[src/rtl/issue_pkg.sv]
// Shared constants, encodings and decode helper for the ALU issue controller.
// Consumed by alu_issue_ctrl and its testbench via import issue_pkg::*.
package issue_pkg;

  localparam int INSTR_W   = 32;
  localparam int OP_LSB    = 26;
  localparam int RS_LSB    = 21;
  localparam int RT_LSB    = 16;
  localparam int RD_LSB    = 11;
  localparam int FUNCT_LSB = 0;

  localparam logic [5:0] OP_RTYPE   = 6'b000000;
  localparam logic [5:0] FUNCT_AND  = 6'b100100;
  localparam logic [5:0] FUNCT_OR   = 6'b100101;
  localparam logic [5:0] FUNCT_XOR  = 6'b100110;
  localparam logic [5:0] FUNCT_NOR  = 6'b100111;
  localparam logic [5:0] FUNCT_ADD  = 6'b100000;
  localparam logic [5:0] FUNCT_SUB  = 6'b100010;
  localparam logic [5:0] FUNCT_SLT  = 6'b101010;
  localparam logic [5:0] FUNCT_SLLV = 6'b000100;

  typedef enum logic [2:0] {
    ALU_AND  = 3'b000,
    ALU_OR   = 3'b001,
    ALU_XOR  = 3'b010,
    ALU_NOR  = 3'b011,
    ALU_ADD  = 3'b100,
    ALU_SUB  = 3'b101,
    ALU_SLT  = 3'b110,
    ALU_SLLV = 3'b111
  } alu_op_e;

  typedef enum logic [1:0] {
    ST_IDLE   = 2'b00,
    ST_DECODE = 2'b01,
    ST_WB     = 2'b10,
    ST_HALT   = 2'b11
  } issue_state_e;

  typedef struct packed {
    logic    legal;
    alu_op_e op;
  } dec_t;

  // Illegal words decode to ALU_AND so the op output stays at a benign value.
  function automatic dec_t decode_instr(input logic [5:0] op, input logic [5:0] funct);
    dec_t d;
    d.legal = 1'b1;
    d.op    = ALU_AND;
    if (op != OP_RTYPE) begin
      d.legal = 1'b0;
    end else begin
      case (funct)
        FUNCT_AND:  d.op = ALU_AND;
        FUNCT_OR:   d.op = ALU_OR;
        FUNCT_XOR:  d.op = ALU_XOR;
        FUNCT_NOR:  d.op = ALU_NOR;
        FUNCT_ADD:  d.op = ALU_ADD;
        FUNCT_SUB:  d.op = ALU_SUB;
        FUNCT_SLT:  d.op = ALU_SLT;
        FUNCT_SLLV: d.op = ALU_SLLV;
        default:    d.legal = 1'b0;
      endcase
    end
    return d;
  endfunction

endpackage

[src/rtl/alu_issue_ctrl_if.sv]
// Instruction handshake, register-file control and ALU flag bundle of the issue stage.
// slave = issue controller side, master = upstream/datapath side.
interface alu_issue_ctrl_if #(parameter int CNT_W = 16);

  logic             in_valid;
  logic             in_ready;
  logic [31:0]      in_instr;
  logic [4:0]       r_addr_a;
  logic [4:0]       r_addr_b;
  logic [4:0]       w_addr;
  logic [2:0]       alu_op;
  logic             write_reg;
  logic             alu_zf;
  logic             alu_of;
  logic             flag_zf;
  logic             flag_of;
  logic             busy;
  logic [CNT_W-1:0] retired;
  logic             illegal;

  modport slave (
    input  in_valid, in_instr, alu_zf, alu_of,
    output in_ready, r_addr_a, r_addr_b, w_addr, alu_op, write_reg,
           flag_zf, flag_of, busy, retired, illegal
  );

  modport master (
    output in_valid, in_instr, alu_zf, alu_of,
    input  in_ready, r_addr_a, r_addr_b, w_addr, alu_op, write_reg,
           flag_zf, flag_of, busy, retired, illegal
  );

endinterface

[src/rtl/issue_fifo.sv]
// Synchronous FIFO for the instruction buffer; DEPTH must be a power of two >= 2.
// Pointers carry one extra wrap bit so full/empty need no occupancy counter.
module issue_fifo #(
  parameter int DEPTH = 4,
  parameter int WIDTH = 32
) (
  input  logic             clk,
  input  logic             reset,
  input  logic             push,
  input  logic             pop,
  input  logic [WIDTH-1:0] din,
  output logic [WIDTH-1:0] dout,
  output logic             full,
  output logic             empty
);

  localparam int AW = $clog2(DEPTH);

  logic [WIDTH-1:0] mem [DEPTH];
  logic [AW:0]      wr_ptr;
  logic [AW:0]      rd_ptr;

  always_ff @(posedge clk or negedge reset) begin
    if (!reset) begin
      wr_ptr <= '0;
      rd_ptr <= '0;
    end else begin
      if (push && !full)
        wr_ptr <= wr_ptr + 1'b1;
      if (pop && !empty)
        rd_ptr <= rd_ptr + 1'b1;
    end
  end

  // Storage needs no reset: a slot is only read after it has been written.
  always_ff @(posedge clk) begin
    if (push && !full)
      mem[wr_ptr[AW-1:0]] <= din;
  end

  assign empty = (wr_ptr == rd_ptr);
  assign full  = (wr_ptr[AW] != rd_ptr[AW]) && (wr_ptr[AW-1:0] == rd_ptr[AW-1:0]);
  assign dout  = mem[rd_ptr[AW-1:0]];

endmodule

[src/rtl/alu_issue_ctrl.sv]
// Issue stage: buffers R-type words, decodes them and sequences the register-file write.
// Define ISSUE_ILLEGAL_TRAP_EN to trap illegal words (sticky flag + HALT) instead of retiring them as NOPs.
//
// state     | meaning
// ----------+---------------------------------------------------------
// ST_IDLE   | waiting for a buffered word; pops the head when present
// ST_DECODE | registers read/write addresses and ALU op from the word
// ST_WB     | write strobe asserted; flags captured, retired counted
// ST_HALT   | illegal word trapped; only reset leaves (trap build only)
module alu_issue_ctrl #(
  parameter int FIFO_DEPTH = 4,
  parameter int CNT_W      = 16
) (
  input  logic             clk,
  input  logic             reset,
  alu_issue_ctrl_if.slave  bus
);
  import issue_pkg::*;

  issue_state_e         state_q, state_d;
  logic [INSTR_W-1:0]   fifo_dout;
  logic                 fifo_full, fifo_empty;
  logic                 push, pop;
  logic [INSTR_W-1:0]   instr_q;
  dec_t                 dec;
  logic [4:0]           ra_q, rb_q, wa_q;
  alu_op_e              op_q;
  logic                 legal_q, wr_q;
  logic                 zf_q, of_q;
  logic [CNT_W-1:0]     retired_q;
  logic                 write_reg;

  assign push = bus.in_valid && !fifo_full;

  issue_fifo #(
    .DEPTH (FIFO_DEPTH),
    .WIDTH (INSTR_W)
  ) u_fifo (
    .clk   (clk),
    .reset (reset),
    .push  (push),
    .pop   (pop),
    .din   (bus.in_instr),
    .dout  (fifo_dout),
    .full  (fifo_full),
    .empty (fifo_empty)
  );

  always_ff @(posedge clk or negedge reset) begin
    if (!reset)
      state_q <= ST_IDLE;
    else
      state_q <= state_d;
  end

  always_comb begin
    state_d   = state_q;
    pop       = 1'b0;
    write_reg = 1'b0;
    case (state_q)
      ST_IDLE: begin
        if (!fifo_empty) begin
          pop     = 1'b1;
          state_d = ST_DECODE;
        end
      end
      ST_DECODE: state_d = ST_WB;
      ST_WB: begin
        write_reg = wr_q;
`ifdef ISSUE_ILLEGAL_TRAP_EN
        state_d   = legal_q ? ST_IDLE : ST_HALT;
`else
        state_d   = ST_IDLE;
`endif
      end
      ST_HALT: state_d = ST_HALT;
      default: state_d = ST_IDLE;
    endcase
  end

  always_comb begin
    dec = decode_instr(instr_q[OP_LSB +: 6], instr_q[FUNCT_LSB +: 6]);
  end

  always_ff @(posedge clk or negedge reset) begin
    if (!reset)
      instr_q <= '0;
    else if (pop)
      instr_q <= fifo_dout;
  end

  // Addresses and op are registered once per word and held through IDLE.
  always_ff @(posedge clk or negedge reset) begin
    if (!reset) begin
      ra_q    <= '0;
      rb_q    <= '0;
      wa_q    <= '0;
      op_q    <= ALU_AND;
      legal_q <= 1'b0;
      wr_q    <= 1'b0;
    end else if (state_q == ST_DECODE) begin
      ra_q    <= instr_q[RS_LSB +: 5];
      rb_q    <= instr_q[RT_LSB +: 5];
      wa_q    <= instr_q[RD_LSB +: 5];
      op_q    <= dec.op;
      legal_q <= dec.legal;
      wr_q    <= dec.legal && (instr_q[RD_LSB +: 5] != 5'd0);
    end
  end

`ifdef ISSUE_ILLEGAL_TRAP_EN
  logic illegal_q;

  always_ff @(posedge clk or negedge reset) begin
    if (!reset) begin
      zf_q      <= 1'b0;
      of_q      <= 1'b0;
      retired_q <= '0;
      illegal_q <= 1'b0;
    end else if (state_q == ST_WB) begin
      if (legal_q) begin
        zf_q      <= bus.alu_zf;
        of_q      <= bus.alu_of;
        retired_q <= retired_q + 1'b1;
      end else begin
        illegal_q <= 1'b1;
      end
    end
  end

  assign bus.illegal = illegal_q;
`else
  // Illegal words still retire, but must not disturb the captured flags.
  always_ff @(posedge clk or negedge reset) begin
    if (!reset) begin
      zf_q      <= 1'b0;
      of_q      <= 1'b0;
      retired_q <= '0;
    end else if (state_q == ST_WB) begin
      if (legal_q) begin
        zf_q <= bus.alu_zf;
        of_q <= bus.alu_of;
      end
      retired_q <= retired_q + 1'b1;
    end
  end

  assign bus.illegal = 1'b0;
`endif

  assign bus.in_ready  = !fifo_full;
  assign bus.r_addr_a  = ra_q;
  assign bus.r_addr_b  = rb_q;
  assign bus.w_addr    = wa_q;
  assign bus.alu_op    = op_q;
  assign bus.write_reg = write_reg;
  assign bus.flag_zf   = zf_q;
  assign bus.flag_of   = of_q;
  assign bus.retired   = retired_q;
  assign bus.busy      = (state_q != ST_IDLE) || !fifo_empty;

endmodule

[src/flat_wrapper.sv]
// flat-port wrapper written by rule: the top's interface ports become plain ports
module alu_issue_ctrl_flat import issue_pkg::*;
#(
  parameter int FIFO_DEPTH = 4,
  parameter int CNT_W      = 16
)
  (clk, reset, bus_in_valid, bus_in_instr, bus_alu_zf, bus_alu_of, bus_in_ready, bus_r_addr_a, bus_r_addr_b, bus_w_addr, bus_alu_op, bus_write_reg, bus_flag_zf, bus_flag_of, bus_busy, bus_retired, bus_illegal);
  alu_issue_ctrl_if #(.CNT_W(CNT_W)) bus_i ();
  input  logic clk;
  input  logic reset;
  input wire logic [$bits(bus_i.in_valid)-1:0] bus_in_valid;
  input wire logic [$bits(bus_i.in_instr)-1:0] bus_in_instr;
  input wire logic [$bits(bus_i.alu_zf)-1:0] bus_alu_zf;
  input wire logic [$bits(bus_i.alu_of)-1:0] bus_alu_of;
  output wire logic [$bits(bus_i.in_ready)-1:0] bus_in_ready;
  output wire logic [$bits(bus_i.r_addr_a)-1:0] bus_r_addr_a;
  output wire logic [$bits(bus_i.r_addr_b)-1:0] bus_r_addr_b;
  output wire logic [$bits(bus_i.w_addr)-1:0] bus_w_addr;
  output wire logic [$bits(bus_i.alu_op)-1:0] bus_alu_op;
  output wire logic [$bits(bus_i.write_reg)-1:0] bus_write_reg;
  output wire logic [$bits(bus_i.flag_zf)-1:0] bus_flag_zf;
  output wire logic [$bits(bus_i.flag_of)-1:0] bus_flag_of;
  output wire logic [$bits(bus_i.busy)-1:0] bus_busy;
  output wire logic [$bits(bus_i.retired)-1:0] bus_retired;
  output wire logic [$bits(bus_i.illegal)-1:0] bus_illegal;
  assign bus_i.in_valid = bus_in_valid;
  assign bus_i.in_instr = bus_in_instr;
  assign bus_i.alu_zf = bus_alu_zf;
  assign bus_i.alu_of = bus_alu_of;
  assign bus_in_ready = bus_i.in_ready;
  assign bus_r_addr_a = bus_i.r_addr_a;
  assign bus_r_addr_b = bus_i.r_addr_b;
  assign bus_w_addr = bus_i.w_addr;
  assign bus_alu_op = bus_i.alu_op;
  assign bus_write_reg = bus_i.write_reg;
  assign bus_flag_zf = bus_i.flag_zf;
  assign bus_flag_of = bus_i.flag_of;
  assign bus_busy = bus_i.busy;
  assign bus_retired = bus_i.retired;
  assign bus_illegal = bus_i.illegal;
  alu_issue_ctrl #(.FIFO_DEPTH(FIFO_DEPTH), .CNT_W(CNT_W)) u_core (.clk(clk), .reset(reset), .bus(bus_i));
endmodule
[config.mk]
export PLATFORM = sky130hd
export DESIGN_NAME = alu_issue_ctrl_flat
export DESIGN_NICKNAME = d
export VERILOG_FILES = /design/src/rtl/issue_pkg.sv /design/src/rtl/alu_issue_ctrl_if.sv /design/src/rtl/issue_fifo.sv /design/src/rtl/alu_issue_ctrl.sv /design/src/flat_wrapper.sv
export SDC_FILE = /design/constraint.sdc
export NUM_CORES = 1
export LEC_CHECK = 0
export ABC_AREA = 1
export ABC_CLOCK_PERIOD_IN_PS = 3130
export CORE_UTILIZATION = 40
export DETAILED_ROUTE_END_ITERATION = 10
export PLACE_DENSITY_LB_ADDON = 0.12
export SLEW_MARGIN = 20
export SYNTH_ARGS = -nofsm -noshare
export SYNTH_HDL_FRONTEND = slang
export SYNTH_SLANG_ARGS = --single-unit
export TNS_END_PERCENT = 1
[constraint.sdc]
create_clock -name clk -period 3.13 [get_ports clk]
set_input_delay 0.4695 -clock clk [delete_from_list [all_inputs] [get_ports clk]]
set_output_delay 0.4695 -clock clk [all_outputs]
set_load 0.1 [all_outputs]
* Word-level counts from Yosys, hierarchy flattened
Memories as Yosys holds them, arrays and structs flattened. A register that Yosys moved wholly into a read port is not among the register bits.
Index checks and enable logic that the tools add are counted.
** Storage, ports and cells
- Flip-flop bits (word level) :: 46
- Memory bits (writable) :: 128
- Output and inout bits :: 40
- Word-level logic and storage cells :: 57
- Memories kept :: 1
** Memory list
- u_core.u_fifo.mem :: depth 4, width 32, rd ports 1, clocked after Yosys merged registers in 1, write ports 1, line issue_fifo.sv:19 : logic [WIDTH-1:0] mem [DEPTH];
** Cells by class
- $add $sub $neg :: 3
- Equality and inequality tests :: 15
- Mux-type cells :: 11
- Reductions and logical operators :: 15
** Operator list (count)
- equality test 6 bit (second input constant) :: 7
- case mux 3 bit (7 select lines) :: 1
- adder 16 x 1 -> 16 bit (second input constant) :: 1
- case mux 2 bit (4 select lines) :: 1
- OR reduction 8 bit :: 1
- two-way mux 1 bit :: 7
- adder 3 x 1 -> 3 bit (second input constant) :: 2
- equality test 6 x 3 -> 1 bit (second input constant) :: 1
- nonzero test 6 bit :: 1
- logical AND 1 bit :: 5
- nonzero test 5 bit :: 1
- equality test 2 bit (second input constant) :: 2
- equality test 3 bit :: 1
- logical NOT 1 bit :: 3
- two-way mux 3 bit :: 1
- equality test 2 x 1 -> 1 bit (second input constant) :: 1
- equality test 2 bit :: 1
- logical NOT 2 bit :: 1
- two-way mux 2 bit :: 1
- != test 2 bit (second input constant) :: 1
- AND reduction 2 bit :: 1
- nonzero test 2 bit :: 1
- logical OR 1 bit :: 1
- != test 1 bit :: 1

* Logic depth before layout (Yosys ltp)
- Depth in word-level cells :: 7
- Gate-level depth with buffers :: 10
- Depth with buffers taken out :: 9

* Modules after synthesis
A second synthesis with hierarchy kept.
** Second synthesis, totals
- Cell total of the unflattened synthesis :: 700
- Area, all modules :: 8087.8 um2
** By module, submodules not included
- issue_fifo :: instances 1, cells an instance 371, area an instance 5180.0 um2, seq. area each 3993.8 um2
- alu_issue_ctrl :: instances 1, cells an instance 329, area an instance 2907.8 um2, seq. area each 1676.6 um2

* Least setup slack after synthesis
OpenSTA, ideal clock, no wires.
- Path kind :: reg2reg
- From :: reg u_core.u_fifo.rd_ptr[0]
- To :: mem u_core.u_fifo.mem[0][0] (enable)
- Library setup time :: 0.411 ns
- Arrival :: 2.964 ns
- Required time :: 2.719 ns
- Setup slack :: -0.245 ns
- Stages on the path, launching flop included :: 7
- Buffers on the path :: 1
- Cell sequence :: dfrtp_1 -> buf_4 -> xnor2_1 -> and2_1 -> nand2_1 -> nand2_2 -> nor2_1
** Between the ends
- Word-level cells in the longest chain between the ends :: 7
** Ends and longest elaborated chain
- start: declaration :: line issue_fifo.sv:21 : logic [AW:0] rd_ptr;
- start signal: assignment :: line issue_fifo.sv:31 : rd_ptr <= rd_ptr + 1'b1;
- equality test 2 bit (*) :: line issue_fifo.sv:42 : assign full = (wr_ptr[AW] != rd_ptr[AW]) && (wr_ptr[AW-1:0] == rd_ptr[AW-1:0]);
- logical AND 1 bit (*) :: line issue_fifo.sv:42
- logical NOT 1 bit (*)
- via bus_in_ready :: line flat_wrapper.sv:15 : output wire logic [$bits(bus_i.in_ready)-1:0] bus_in_ready;
- logical AND 1 bit :: line alu_issue_ctrl.sv:33 : assign push = bus.in_valid && !fifo_full;
- logical AND 1 bit (*) :: line issue_fifo.sv:37 : if (push && !full)
- two-way mux 1 bit (*) :: line issue_fifo.sv:37
- two-way mux 1 bit (implied by the code) (*) :: line issue_fifo.sv:38 : mem[wr_ptr[AW-1:0]] <= din;
- end: declaration :: line issue_fifo.sv:19
The timed path passes the listed nets; every way through them passes the cells marked *.

* Worst setup path after layout
- From :: reg u_core.u_fifo.rd_ptr[0]
- To :: out bus_busy
** Between the ends
- Word-level cells in the longest chain between the ends :: 3
** Ends and longest elaborated chain
- equality test 3 bit :: line issue_fifo.sv:41 : assign empty = (wr_ptr == rd_ptr);
- logical NOT 1 bit
- logical OR 1 bit :: line alu_issue_ctrl.sv:160 : assign bus.busy = (state_q != ST_IDLE) || !fifo_empty;
- end: declaration :: line flat_wrapper.sv:23 : output wire logic [$bits(bus_i.busy)-1:0] bus_busy;
No other way between the ends.

==> flow_summary.toml <==
[cts]
cts_made_buffers = 17
cts_tree = "yes"
clock_path_buffers = 2
clk_pin_slew_ns = 0.07
ctsHtreeMaxLevel = 4
cts_sinks = 181
cts_resized = 0
hold_buffers = 0
cts_root_buf = "clkbuf_16"
cts_setup_buffers = 0
clock_latency_ns = 0.43

[sta]
fin_skew_ns = 0.00895
drv_slew = 0
period_minus_slack_ns = 2.37
finalSetupViolations = 0
tns_ns = 0
max_freq_mhz = 423
rsz0062_at_grt = "no"
worst_slew_pin_slew_ns = 0.925
period_share_pct = 75.6
fin_ws_ns = 0.764
maxSlewHeadroom_pct = 38.2
finalHoldViolations = 0

[layout]
antenna_cells = 0
drive_gt1_share_pct = 11.9
final_nets = 793
area_growth_syn_to_layout_pct = 19.2
fin_area_um2 = 8790
utilization_pct = 48.8

[worst_hold_path]
hp-class = "input port to async pin"

[placed_design]
gp_congestion = 0.769
place_hpwl_mm = 8.97
numPortBuffers = 70
pre_cts_ws_ns = 0.822
place_area_um2 = 8230

[grt]
antenna_found_initial = 0
globalRouteOverflowTotal = 0
grt_pass1_vias = 4566
grt_max_degree = 74
grt_usage_pct = 16.4
grt_pass1_wl_mm = 23.3

[power]
switchingPower_mw = 4.14
leakage_nw = 3.71
peakVddDrop_mv = 0.683
p_int_mw = 5.32
clkPwrFrac_pct = 21.4
p_per_area_nw_per_um2 = 1080
swShare_pct = 43.8
seqPwrFrac_pct = 37.9
comb_power_share_pct = 40.8

[setup_path]
cpPeakStageDelay_ns = 0.68
crit_fanout = 14
cp-start-kind = "flop"
path_class = "flop to output pin"
worst_setup_path_end_kind = "output pin"
reg2reg_depth = 6
cp_slowest_cell = "dfrtp_1"
arrival_ns = 1.90
crit_chain = "xnor2_1 -> and2_1 -> nand3b_1 -> buf_12"
cp_data_required_time_ns = 2.66

[route]
drt-initial-drc-count = 234
ant_nets = 0
vias = 4813
dr.pass1.iters = 4
post_drt_wl_per_cell_um = 14.7
avgViaCountPerCell = 4.87
drt_wl_total_mm = 14.5
drcViolationCount = 0

[yosys]
yosysMostFrequentCell = "nand2_1"
synthFlopType = "edfxtp_1"
synth_common_cells = "nand2_1, edfxtp_1, nor2_1"
synth_edf_count = 108
synth_top_area_share_pct = 44.0
yosysWarningCount = 0
synth_area_per_cell_um2 = 10.9
synth_cell_type_count = 28
yosys_register_bits = 181
yosysTopAreaCell = "edfxtp_1"
synth-async-reset-ratio_pct = 40.3
yosysSeqAreaShare_pct = 68.7
syn_nets = 725
syn-cell-area_um2 = 7380
syn_inst = 678
synth_area_leaders = "edfxtp_1, dfrtp_1, nand2_1"

[run_status]
outcome = "finished clean"

[die]
fp.dieArea_um2 = 19000
die_w_um = 138
ios = 77
num_rows = 49
die_h_um = 138
coreArea_um2 = 18000
start_util_pct = 40.9

[flow_run]
drv_cap = 0
## cell usage in the layout (no fill, tap or decap), types with 10 or more instances in the layout
cell and count:
buf_4 49, clkbuf_16 17, clkdlybuf4s50_1 30, dfrtp_1 73
edfxtp_1 108, ha_1 10, inv_1 30, nand2_1 147
nand3_1 49, nor2_1 103, o21ai_0 78
## through the flow
stage                     total power [mW]  cells  hold slack [ns]
final                                 9.46    988            0.158
after detailed placement              7.55    956            0.460
after global placement                7.45    956            0.458
after CTS                             9.58    988            0.209
after floorplan                       6.52    678            0.174
after global routing                  10.1    988            0.241
## worst max-delay path, delay by kind of cell, from the launching register on
kind / cells / cell delay [ns]
flops: 1 / 0.68
simple gates: 2 / 0.37
buf+inv: 1 / 0.23
xor+xnor: 1 / 0.20
## registers in the layout (all words and copies together), names as in the netlist, 2 cells and up
name                  count
u_core.u_fifo.rd_ptr      3
u_core.state_q            2
u_core.bus.r_addr_b       5
u_core.instr_q           27
u_core.bus.alu_op         3
u_core.bus.w_addr         5
u_core.u_fifo.mem       108
u_core.bus.retired       16
u_core.u_fifo.wr_ptr      3
u_core.bus.r_addr_a       5
## cells by family (layout without fill, tap and decap cells)
group | Yosys count | count (layout) | synth area share, %
AND/OR/NAND/NOR | 315 | 315 | 17.4
AO/OA/AOI/OAI | 89 | 89 | 6.12
other | 1 | 1 | 0.0508
flip-flops | 181 | 181 | 68.7
multiplexers | 3 | 3 | 0.458
adder cells (fa/ha/maj) | 10 | 10 | 1.70
buffers and inverters | 63 | 144 | 3.66
XOR/XNOR | 16 | 16 | 1.90
## worst paths after layout
path	startpoint	to	slack (ns)
min in group clk	u_core.instr_q[14]	u_core.instr_q[14]	0.47
max reg2reg	u_core.u_fifo.rd_ptr[0]	u_core.u_fifo.mem[0][23]	0.87
max in group asynchronous	reset	u_core.instr_q[23]	2.35
min	reset	u_core.bus.flag_zf	0.16
max	u_core.u_fifo.rd_ptr[0]	bus_busy	0.76
min reg2reg	u_core.instr_q[14]	u_core.instr_q[14]	0.47
## cell type report
class	count	area (um2)
tap	229	287
clock buffer	18	429
inverter	31	116
fill	1641	9230
sequential	181	5070
timing repair buffer	81	708
multi-input combinational	434	2050
clock inverter	14	136
## metal layers
| metal | track usage, % | share of wire (%) |
|---|---|---|
| met5 | 0 | 0 |
| met4 | 4.53 | 0.77 |
| met3 | 4.27 | 5.5 |
| met2 | 27.1 | 48 |
| met1 | 21.2 | 46 |
## power by group through the flow
stage	sequential [mW]	combinational (mW)	clock, mW
after CTS	3.59	3.92	2.07
after global placement	3.61	3.84	0
final	3.58	3.86	2.02
after global routing	3.66	4.30	2.16
after detailed placement	3.63	3.91	0
after floorplan	4.50	2.02	0
No activity file was read; power rests on OpenSTA's default activity.
